`src/rtl/riscv_pkg.sv`:
```
// Shared definitions for the tiny-riscv load/store path: RV32I funct3
// encodings for loads and stores, the LSU state type and access-size helpers.
package riscv_pkg;

    // Load funct3 codes
    localparam logic [2:0] F3_LB  = 3'b000;
    localparam logic [2:0] F3_LH  = 3'b001;
    localparam logic [2:0] F3_LW  = 3'b010;
    localparam logic [2:0] F3_LBU = 3'b100;
    localparam logic [2:0] F3_LHU = 3'b101;

    // Store funct3 codes
    localparam logic [2:0] F3_SB  = 3'b000;
    localparam logic [2:0] F3_SH  = 3'b001;
    localparam logic [2:0] F3_SW  = 3'b010;

    // Access size field (funct3[1:0])
    localparam logic [1:0] SIZE_B = 2'b00;
    localparam logic [1:0] SIZE_H = 2'b01;
    localparam logic [1:0] SIZE_W = 2'b10;

    typedef enum logic [1:0] {
        IDLE = 2'd0,
        REQ  = 2'd1,
        WAIT = 2'd2
    } lsu_state_t;

    // Byte lanes touched by an access of the given size at the given lane.
    function automatic logic [3:0] size_to_be(input logic [1:0] size, input logic [1:0] lane);
        logic [3:0] be;
        be = 4'b0000;
        case (size)
            SIZE_B:  be = 4'b0001 << lane;
            SIZE_H:  be = lane[1] ? 4'b1100 : 4'b0011;
            default: be = 4'b1111;
        endcase
        return be;
    endfunction

endpackage

```
`src/rtl/lsu_align.sv`:
```
// Combinational formatting for the LSU: store data replication and byte
// enables, misalignment / illegal-funct3 detection for the offered op, and
// byte-lane extraction plus sign/zero extension of load response data.
module lsu_align
    import riscv_pkg::*;
(
    input  logic        op_is_store,
    input  logic [2:0]  op_funct3,
    input  logic [1:0]  op_lane,
    input  logic [31:0] op_wdata,
    output logic [31:0] st_wdata,
    output logic [3:0]  st_be,
    output logic        misaligned,
    output logic        illegal,
    input  logic [2:0]  ld_funct3,
    input  logic [1:0]  ld_lane,
    input  logic [31:0] ld_rdata,
    output logic [31:0] ld_result
);

    logic [7:0]  rd_bytes [4];
    logic [7:0]  sel_byte;
    logic [15:0] sel_half;

    // Split the response word into byte lanes so selection is a plain mux.
    for (genvar gi = 0; gi < 4; gi++) begin : g_lanes
        assign rd_bytes[gi] = ld_rdata[8*gi +: 8];
    end

    assign sel_byte = rd_bytes[ld_lane];
    assign sel_half = {rd_bytes[{ld_lane[1], 1'b1}], rd_bytes[{ld_lane[1], 1'b0}]};

    // Store data replication: every lane carries the data so the byte
    // enables alone pick where it lands.
    always_comb begin
        st_wdata = op_wdata;
        st_be    = size_to_be(op_funct3[1:0], op_lane);
        case (op_funct3)
            F3_SB:   st_wdata = {4{op_wdata[7:0]}};
            F3_SH:   st_wdata = {2{op_wdata[15:0]}};
            default: st_wdata = op_wdata;
        endcase
    end

    // Reject ops the bus cannot express: unaligned halves/words and
    // funct3 codes outside RV32I.
    always_comb begin
        misaligned = 1'b0;
        case (op_funct3[1:0])
            SIZE_H:  misaligned = op_lane[0];
            SIZE_W:  misaligned = (op_lane != 2'b00);
            default: misaligned = 1'b0;
        endcase
        if (op_is_store) begin
            illegal = (op_funct3 >= 3'b011);
        end else begin
            illegal = (op_funct3 == 3'b011) || (op_funct3 == 3'b110) || (op_funct3 == 3'b111);
        end
    end

    // Load extraction and extension; LW passes the word through.
    always_comb begin
        ld_result = ld_rdata;
        case (ld_funct3)
            F3_LB:   ld_result = {{24{sel_byte[7]}}, sel_byte};
            F3_LH:   ld_result = {{16{sel_half[15]}}, sel_half};
            F3_LBU:  ld_result = {24'd0, sel_byte};
            F3_LHU:  ld_result = {16'd0, sel_half};
            default: ld_result = ld_rdata;
        endcase
    end

endmodule

```
`src/rtl/lsu.sv`:
```
// Load/store unit: accepts one memory op at a time, runs the req/gnt/rvalid
// handshake with data memory and returns extended load data. The control
// block can squash an op through lsu_en at any point; a squashed load still
// consumes its response but never raises ld_valid.
module lsu
    import riscv_pkg::*;
(
    input  logic        clk,
    input  logic        rst_n,
    input  logic        lsu_en,
    input  logic        op_valid,
    output logic        op_ready,
    input  logic        op_is_store,
    input  logic [2:0]  op_funct3,
    input  logic [31:0] op_addr,
    input  logic [31:0] op_wdata,
    input  logic [4:0]  op_rd,
    output logic        ld_valid,
    output logic [31:0] ld_data,
    output logic [4:0]  ld_rd,
    output logic        mem_exc,
    output logic        mem_req,
    output logic        mem_we,
    output logic [3:0]  mem_be,
    output logic [31:0] mem_addr,
    output logic [31:0] mem_wdata,
    input  logic        mem_gnt,
    input  logic        mem_rvalid,
    input  logic [31:0] mem_rdata
);

    lsu_state_t  state_reg, state_next;

    logic [31:0] addr_reg;
    logic [3:0]  be_reg;
    logic [31:0] wdata_reg;
    logic        we_reg;
    logic [4:0]  rd_reg;
    logic [2:0]  funct3_reg;
    logic [1:0]  lane_reg;
    logic        kill_reg, kill_next;
    logic        exc_reg, exc_next;
    logic        ld_valid_reg, ld_valid_next;
    logic [31:0] ld_data_reg;
    logic [4:0]  ld_rd_reg;

    logic        accept;
    logic        capture_ld;

    logic [31:0] st_wdata;
    logic [3:0]  st_be;
    logic        misaligned;
    logic        illegal;
    logic [31:0] ld_result;

    lsu_align u_align (
        .op_is_store (op_is_store),
        .op_funct3   (op_funct3),
        .op_lane     (op_addr[1:0]),
        .op_wdata    (op_wdata),
        .st_wdata    (st_wdata),
        .st_be       (st_be),
        .misaligned  (misaligned),
        .illegal     (illegal),
        .ld_funct3   (funct3_reg),
        .ld_lane     (lane_reg),
        .ld_rdata    (mem_rdata),
        .ld_result   (ld_result)
    );

    // State register.
    always_ff @(posedge clk or negedge rst_n) begin
        if (!rst_n) begin
            state_reg <= IDLE;
        end else begin
            state_reg <= state_next;
        end
    end

    // Next state, squash tracking and pulse generation.
    always_comb begin
        state_next    = state_reg;
        accept        = 1'b0;
        exc_next      = 1'b0;
        kill_next     = kill_reg;
        ld_valid_next = 1'b0;
        capture_ld    = 1'b0;
        case (state_reg)
            IDLE: begin
                if (op_valid && lsu_en) begin
                    if (misaligned || illegal) begin
                        exc_next = 1'b1;
                    end else begin
                        accept     = 1'b1;
                        kill_next  = 1'b0;
                        state_next = REQ;
                    end
                end
            end
            REQ: begin
                // A grant wins over a same-cycle squash: the bus has already
                // taken the request, so a load must still drain its response.
                if (mem_gnt) begin
                    if (we_reg) begin
                        state_next = IDLE;
                    end else begin
                        state_next = WAIT;
                        if (!lsu_en) begin
                            kill_next = 1'b1;
                        end
                    end
                end else if (!lsu_en) begin
                    state_next = IDLE;
                end
            end
            WAIT: begin
                if (!lsu_en) begin
                    kill_next = 1'b1;
                end
                if (mem_rvalid) begin
                    state_next    = IDLE;
                    capture_ld    = !kill_reg && lsu_en;
                    ld_valid_next = !kill_reg && lsu_en;
                end
            end
            default: begin
                state_next = IDLE;
            end
        endcase
    end

    // Operation capture on accept, load result capture on a live response.
    always_ff @(posedge clk or negedge rst_n) begin
        if (!rst_n) begin
            addr_reg     <= 32'd0;
            be_reg       <= 4'd0;
            wdata_reg    <= 32'd0;
            we_reg       <= 1'b0;
            rd_reg       <= 5'd0;
            funct3_reg   <= 3'd0;
            lane_reg     <= 2'd0;
            kill_reg     <= 1'b0;
            exc_reg      <= 1'b0;
            ld_valid_reg <= 1'b0;
            ld_data_reg  <= 32'd0;
            ld_rd_reg    <= 5'd0;
        end else begin
            kill_reg     <= kill_next;
            exc_reg      <= exc_next;
            ld_valid_reg <= ld_valid_next;
            if (accept) begin
                addr_reg   <= {op_addr[31:2], 2'b00};
                be_reg     <= st_be;
                wdata_reg  <= op_is_store ? st_wdata : 32'd0;
                we_reg     <= op_is_store;
                rd_reg     <= op_rd;
                funct3_reg <= op_funct3;
                lane_reg   <= op_addr[1:0];
            end
            if (capture_ld) begin
                ld_data_reg <= ld_result;
                ld_rd_reg   <= rd_reg;
            end
        end
    end

    // Bus request follows the state register so reset drops it at once.
    assign op_ready  = (state_reg == IDLE);
    assign mem_req   = (state_reg == REQ);
    assign mem_we    = we_reg && (state_reg == REQ);
    assign mem_be    = be_reg;
    assign mem_addr  = addr_reg;
    assign mem_wdata = wdata_reg;
    assign mem_exc   = exc_reg;
    assign ld_valid  = ld_valid_reg;
    assign ld_data   = ld_data_reg;
    assign ld_rd     = ld_rd_reg;

endmodule

```
`config.mk`:
```
export PLATFORM = sky130hd
export DESIGN_NAME = lsu
export DESIGN_NICKNAME = d
export VERILOG_FILES = /design/src/rtl/riscv_pkg.sv /design/src/rtl/lsu_align.sv /design/src/rtl/lsu.sv
export SDC_FILE = /design/constraint.sdc
export NUM_CORES = 1
export LEC_CHECK = 0
export BUFFER_PORTS_ARGS = -buffer_cell sky130_fd_sc_hd__buf_2
export CORE_ASPECT_RATIO = 0.6
export CORE_MARGIN = 4
export CORE_UTILIZATION = 50
export CTS_CLUSTER_SIZE = 30
export DETAILED_ROUTE_END_ITERATION = 10
export PLACE_DENSITY_LB_ADDON = 0.12
export SLEW_MARGIN = 30
export SYNTH_ARGS = -nofsm -noshare
export SYNTH_HDL_FRONTEND = slang
export SYNTH_SLANG_ARGS = --single-unit
```
`constraint.sdc`:
```
create_clock -name clk -period 5.45 [get_ports clk]
set_input_delay 0.2725 -clock clk [delete_from_list [all_inputs] [get_ports clk]]
set_output_delay 0.2725 -clock clk [all_outputs]
set_load 0.02 [all_outputs]
```
* Word level (Yosys, flattened, before mapping)
Index checks and enable logic that the tools add are counted.
** Storage, ports and cells
- Register bits :: 119
- Output and inout port bits :: 110
** Operators by class
- $lt $le $gt $ge :: 4
- Equality and inequality tests :: 17
- Shifts and indexed selects :: 1
- Muxes and demuxes :: 37
- Bitwise logic cells :: 3
- Reduce and logical (&&, ||, !) cells :: 15
** Operator list (count)
- $pmux W32 S4 :: 1
- $pmux W32 S2 :: 1
- $bmux W8 S2 :: 3
- $mux W8 :: 6
- $mux W32 :: 1
- $mux W1 :: 14
- $eq A3 B3 Y1 const B :: 4
- $mux W2 :: 6
- $ge A3 B3 Y1 const B :: 3
- $not A2 Y3 :: 3
- $pmux W4 S2 :: 1
- $eq A3 B1 Y1 const B :: 2
- $logic_not A3 Y1 :: 2
- $ne A2 B2 Y1 const B :: 3
- $pmux W2 S3 :: 1
- $reduce_and A5 Y1 :: 1
- $eq A2 B1 Y1 const B :: 2
- $eq A2 B2 Y1 const B :: 2
- $logic_not A2 Y1 :: 2
- $mux W4 :: 1
- $ne A2 B1 Y1 const B :: 2
- $reduce_and A4 Y1 :: 1
- $shl A1 B2 Y4 const A :: 1
- $eq A3 B2 Y1 const B :: 1
- other kinds (9) :: 13

* Depth between registers and ports, before layout
- Word-level depth :: 8
- Gate-level depth with buffers :: 10
- Depth with buffers taken out :: 7

* By module
From an unflattened synthesis, not the netlist that was laid out.
** Unflattened totals
- Cell total of the unflattened synthesis :: 539
- Area, all modules :: 6109.6 um^2
** By module, submodules not included
- lsu :: instances 1, cells an instance 343, area each 4802.1 um^2
- lsu_align :: instances 1, cells an instance 196, area each 1307.5 um^2

* Least setup slack after synthesis
OpenSTA, ideal clock, no wires.
- Kind :: flip-flop to flip-flop
- Start :: reg state_reg[0]
- End :: reg funct3_reg[0]
- Arrival time :: 1914 ps
- Path slack :: 3412 ps
- Stages on the path, launching flop included :: 7
- Buffers on the path :: 1
- Cells stage by stage :: dfrtp_1 > inv_1 > ha_1 > nand3_1 > nor4_4 > buf_6 > mux2_2
** On the way
- Word-level cells in the longest chain between the ends :: 2
** RTL lines
- start: declaration :: line lsu.sv:32 : lsu_state_t state_reg, state_next;
- start signal: assignment :: line lsu.sv:76 : state_reg <= state_next;
- $logic_not A2 Y1
- via op_ready :: line lsu.sv:12 : output logic op_ready,
- $mux W1 :: line lsu.sv:88 : case (state_reg)
- end signal: assignment :: line lsu.sv:157 : funct3_reg <= op_funct3;
- end: declaration :: line lsu.sv:39 : logic [2:0] funct3_reg;
The timed path passes the listed nets, and every way through them passes these cells.
A chain may end at the register's enable or synchronous reset.

* Worst setup path after layout
- Start :: reg lane_reg[1]
- End :: reg ld_data_reg[30] (netlist: ld_data[30])
** On the way
- Word-level cells in the longest chain between the ends :: 5
- Elaborated cells on any way between the ends :: 9
** RTL lines
- start: declaration :: line lsu.sv:40 : logic [1:0] lane_reg;
- start signal: assignment :: line lsu.sv:158 : lane_reg <= op_addr[1:0];
- $not A2 Y3 (on tied branches) :: line lsu_align.sv:31, lsu_align.sv:30
- $bmux W8 S2 (on tied branches) :: line lsu_align.sv:31, lsu_align.sv:30
- $mux W8 (on tied branches) (2 in a row) :: line lsu_align.sv:31, lsu_align.sv:30
- $pmux W32 S4 (*) :: line lsu_align.sv:64 : case (ld_funct3)
- end signal: assignment :: line lsu.sv:161 : ld_data_reg <= ld_result;
- end: declaration :: line lsu.sv:44 : logic [31:0] ld_data_reg;
Every way passes the cells marked *; elsewhere a longest branch is shown, timed or not. The select of a mux whose other input is x is not followed.

==> out/summary.json <==
{
  "status": {"value": "complete, no violations"},
  "clk_latency": {"value": 0.41, "unit": "ns"},
  "worst_slew_margin_rel": {"value": 0.428},
  "die-area": {"value": 13200, "unit": "um^2"},
  "worst-endpoint-arrival": {"value": 2.74, "unit": "ns"},
  "tritoncts.num_buffers": {"value": 17},
  "yosys.area.top_type_share": {"value": 0.524},
  "final_util": {"value": 0.685},
  "synth_seq_cells": {"value": 119},
  "min_period_over_period": {"value": 0.458},
  "postSynth.topFlopCell": {"value": "sky130_fd_sc_hd__dfrtp_1"},
  "critPathCaptureType": {"value": "flip-flop"},
  "final_design_area_no_fill": {"value": 7400, "unit": "um^2"},
  "total_congestion_overflow": {"value": 0},
  "final_layout_size_suffix_gt1_frac": {"value": 0.440},
  "holdPathStages": {"value": 2},
  "via_per_inst": {"value": 5.38},
  "maxCapViolCount": {"value": 0},
  "worst-path-max-fanout": {"value": 25},
  "synth-edff-count": {"value": 0},
  "peakVddDrop": {"value": 0.356, "unit": "mV"},
  "postCtsHoldBufs": {"value": 1},
  "critical_path_required": {"value": 5.69, "unit": "ns"},
  "fmaxAchievable": {"value": 401, "unit": "MHz"},
  "cts.sinks": {"value": 119},
  "floorplan.initialDensity": {"value": 0.526},
  "min_path_type": {"value": "input pin to flip-flop"},
  "hold_slack": {"value": 0.0903, "unit": "ns"},
  "synth.cells.most_frequent": {"value": "119 x sky130_fd_sc_hd__dfrtp_1, 73 x sky130_fd_sc_hd__mux2_2, 62 x sky130_fd_sc_hd__nor2_1"},
  "worst_pin_slew": {"value": 0.858, "unit": "ns"},
  "worstHoldStart": {"value": "op_addr[31]"},
  "rsz0062_at_grt": {"value": "no"},
  "swShare": {"value": 0.396},
  "dpl-instance-area": {"value": 6760, "unit": "um^2"},
  "syn_to_final_growth": {"value": 30.3, "unit": "%"},
  "wl": {"value": 15500, "unit": "um"},
  "hold_violations": {"value": 0},
  "startpoint_of_the_lowest_slack_register_to_register_path": {"value": "lane_reg[1]"},
  "synth.avg_cell_area": {"value": 10.3, "unit": "um^2"},
  "fin_tns_setup": {"value": 0, "unit": "ns"},
  "finalNonFillerCells": {"value": 908},
  "insertedDiodeCount": {"value": 0},
  "criticalPathCategory": {"value": "flip-flop to flip-flop"},
  "tritoncts": {"value": "done"},
  "clk_transition_reported_paths": {"value": 0.06, "unit": "ns"},
  "route.vias.total": {"value": 4885},
  "drt_iter0_markers": {"value": 310},
  "top_level_ports": {"value": 221},
  "number_of_buffers_added_for_setup_after_cts": {"value": 0},
  "worst_case_hold_path_end_point": {"value": "mem_addr[31]"},
  "portBuffers": {"value": 218},
  "yosys.cell_count.top_type": {"value": "sky130_fd_sc_hd__dfrtp_1"},
  "place_ws": {"value": 2.64, "unit": "ns"},
  "clockPowerShare": {"value": 0.257},
  "fillerInstances": {"value": 876},
  "worst_r2r_path_depth": {"value": 4},
  "cts_root_buf": {"value": "sky130_fd_sc_hd__clkbuf_16"},
  "start_kind": {"value": "flip-flop"},
  "final_routed_drc_violation_total": {"value": 0},
  "max-clock-path-buffers": {"value": 2},
  "static-leakage-power": {"value": 3.77, "unit": "nW"},
  "total_power": {"value": 4.38, "unit": "mW"},
  "die_h": {"value": 90.6, "unit": "um"},
  "die_x": {"value": 146, "unit": "um"},
  "setup_viol": {"value": 0},
  "yosysUniqueCellTypes": {"value": 41},
  "clock_skew": {"value": 0.0122, "unit": "ns"},
  "timing.final.ws_setup": {"value": 2.95, "unit": "ns"},
  "sequentialPowerShare": {"value": 0.362},
  "grt_antenna_before_repair": {"value": 0},
  "final_nets": {"value": 875},
  "cts-htree-levels": {"value": 4},
  "final.min_clock_period": {"value": 2.50, "unit": "ns"},
  "yosys.area.top_type": {"value": "sky130_fd_sc_hd__dfrtp_1"},
  "routed_len_inst": {"value": 17.1, "unit": "um"},
  "detail_route.first_pass.iterations": {"value": 4},
  "hpwl": {"value": 11100, "unit": "um"},
  "synthesis.area": {"value": 5680, "unit": "um^2"},
  "power.net_switching": {"value": 1.73, "unit": "mW"},
  "routabilityCongestion": {"value": 0.896},
  "grt_pass1_vias": {"value": 4939},
  "synth.top_cells.by_area": {"value": "sky130_fd_sc_hd__dfrtp_1 52%, sky130_fd_sc_hd__mux2_2 14%, sky130_fd_sc_hd__nand3_1 4.6%"},
  "synth-seq-area-share": {"value": 0.524},
  "asyncSetResetFlopFracSynth": {"value": 1.00},
  "coreArea": {"value": 10800, "unit": "um^2"},
  "row_count": {"value": 29},
  "yosys_warnings": {"value": 0},
  "post_synth_inst_count": {"value": 551},
  "grt_first_pass_wirelength": {"value": 25600, "unit": "um"},
  "combPwrFrac": {"value": 0.381},
  "drtAntennaViolNets": {"value": 0},
  "ctsResizeCount": {"value": 0},
  "rrSetupSlack": {"value": 2.95, "unit": "ns"},
  "power_density": {"value": 591, "unit": "nW/um^2"},
  "placed_cells_incl_taps": {"value": 874},
  "grt_max_degree": {"value": 90},
  "intPower": {"value": 2.65, "unit": "mW"},
  "track_usage": {"value": 0.240},
  "report.final.slew_viol_count": {"value": 0},
  "regToRegEndpoint": {"value": "ld_data[30]"}
}
==> metal layers <==
layer | routed length [um] | part of all wire | track usage
met1 | 6930 | 0.45 | 0.337
met2 | 6970 | 0.45 | 0.353
met3 | 1460 | 0.094 | 0.0822
met4 | 183 | 0.012 | 0.0703
met5 | 0 | 0 | 0
==> critical path, cell delays in order (launching register included) <==
cell and delay [ns]:
sky130_fd_sc_hd__dfrtp_1 0.90, sky130_fd_sc_hd__mux4_2 0.62, sky130_fd_sc_hd__nand2b_1 0.12, sky130_fd_sc_hd__a2111o_1 0.52
sky130_fd_sc_hd__nand3_1 0.17
==> power by group through the flow <==
stage | Sequential, mW | Clock (mW) | Combinational [mW]
2_1_floorplan | 1.93 | 0 | 0.712
3_5_place_dp | 1.58 | 0 | 1.68
4_1_cts | 1.58 | 1.14 | 1.68
6_report | 1.59 | 1.13 | 1.67
5_1_grt | 1.64 | 1.19 | 1.81
3_3_place_gp | 1.57 | 0 | 1.63
==> area by class of cell <==
| cell class | instances | area (um^2) | area share |
|---|---|---|---|
| clock inverters | 13 | 146 | 0.0198 |
| inverters | 32 | 120 | 0.0162 |
| well taps | 139 | 174 | 0.0235 |
| multi-input cells | 363 | 2360 | 0.319 |
| repair buffers | 223 | 1170 | 0.158 |
| flip-flops and latches | 119 | 2980 | 0.402 |
| clock buffers | 19 | 453 | 0.0612 |
==> cells by family after synthesis <==
family | Yosys count | share of synthesized area
multiplexers | 75 | 0.150
adder cells (fa/ha/maj) | 8 | 0.0176
other | 1 | 0.000660
AO/OA/AOI/OAI | 90 | 0.0953
AND/OR/NAND/NOR | 188 | 0.151
buffers and inverters | 70 | 0.0610
flip-flops | 119 | 0.524
==> layout by cell type, fill, tap and decap left out, drive strengths merged, types with 3 or more instances in the layout <==
| cell | n |
|---|---|
| a21oi | 12 |
| a22o | 8 |
| a31oi | 10 |
| buf | 222 |
| clkbuf | 19 |
| clkinv | 3 |
| clkinvlp | 5 |
| dfrtp | 119 |
| ha | 8 |
| inv | 35 |
| mux2 | 73 |
| nand2 | 53 |
| nand2b | 4 |
| nand3 | 52 |
| nand3b | 9 |
| nor2 | 62 |
| o21ai | 44 |
| o22ai | 9 |
==> worst max-delay path by stage <==
| stage | slack [ns] | from | to | cells past startpoint |
|---|---|---|---|---|
| after CTS | 2.98 | lane_reg[1] | ld_data[30] | 4 |
| after global placement | 2.76 | op_funct3[1] | mem_addr[15] | 8 |
| after floorplan | 3.41 | state_reg[0] | funct3_reg[0] | 6 |
| after detailed placement | 2.64 | op_funct3[1] | mem_addr[16] | 8 |
| final | 2.95 | lane_reg[1] | ld_data[30] | 4 |
| after global routing | 2.82 | state_reg[1] | mem_addr[7] | 6 |
Power figures use the tool's default switching activity.
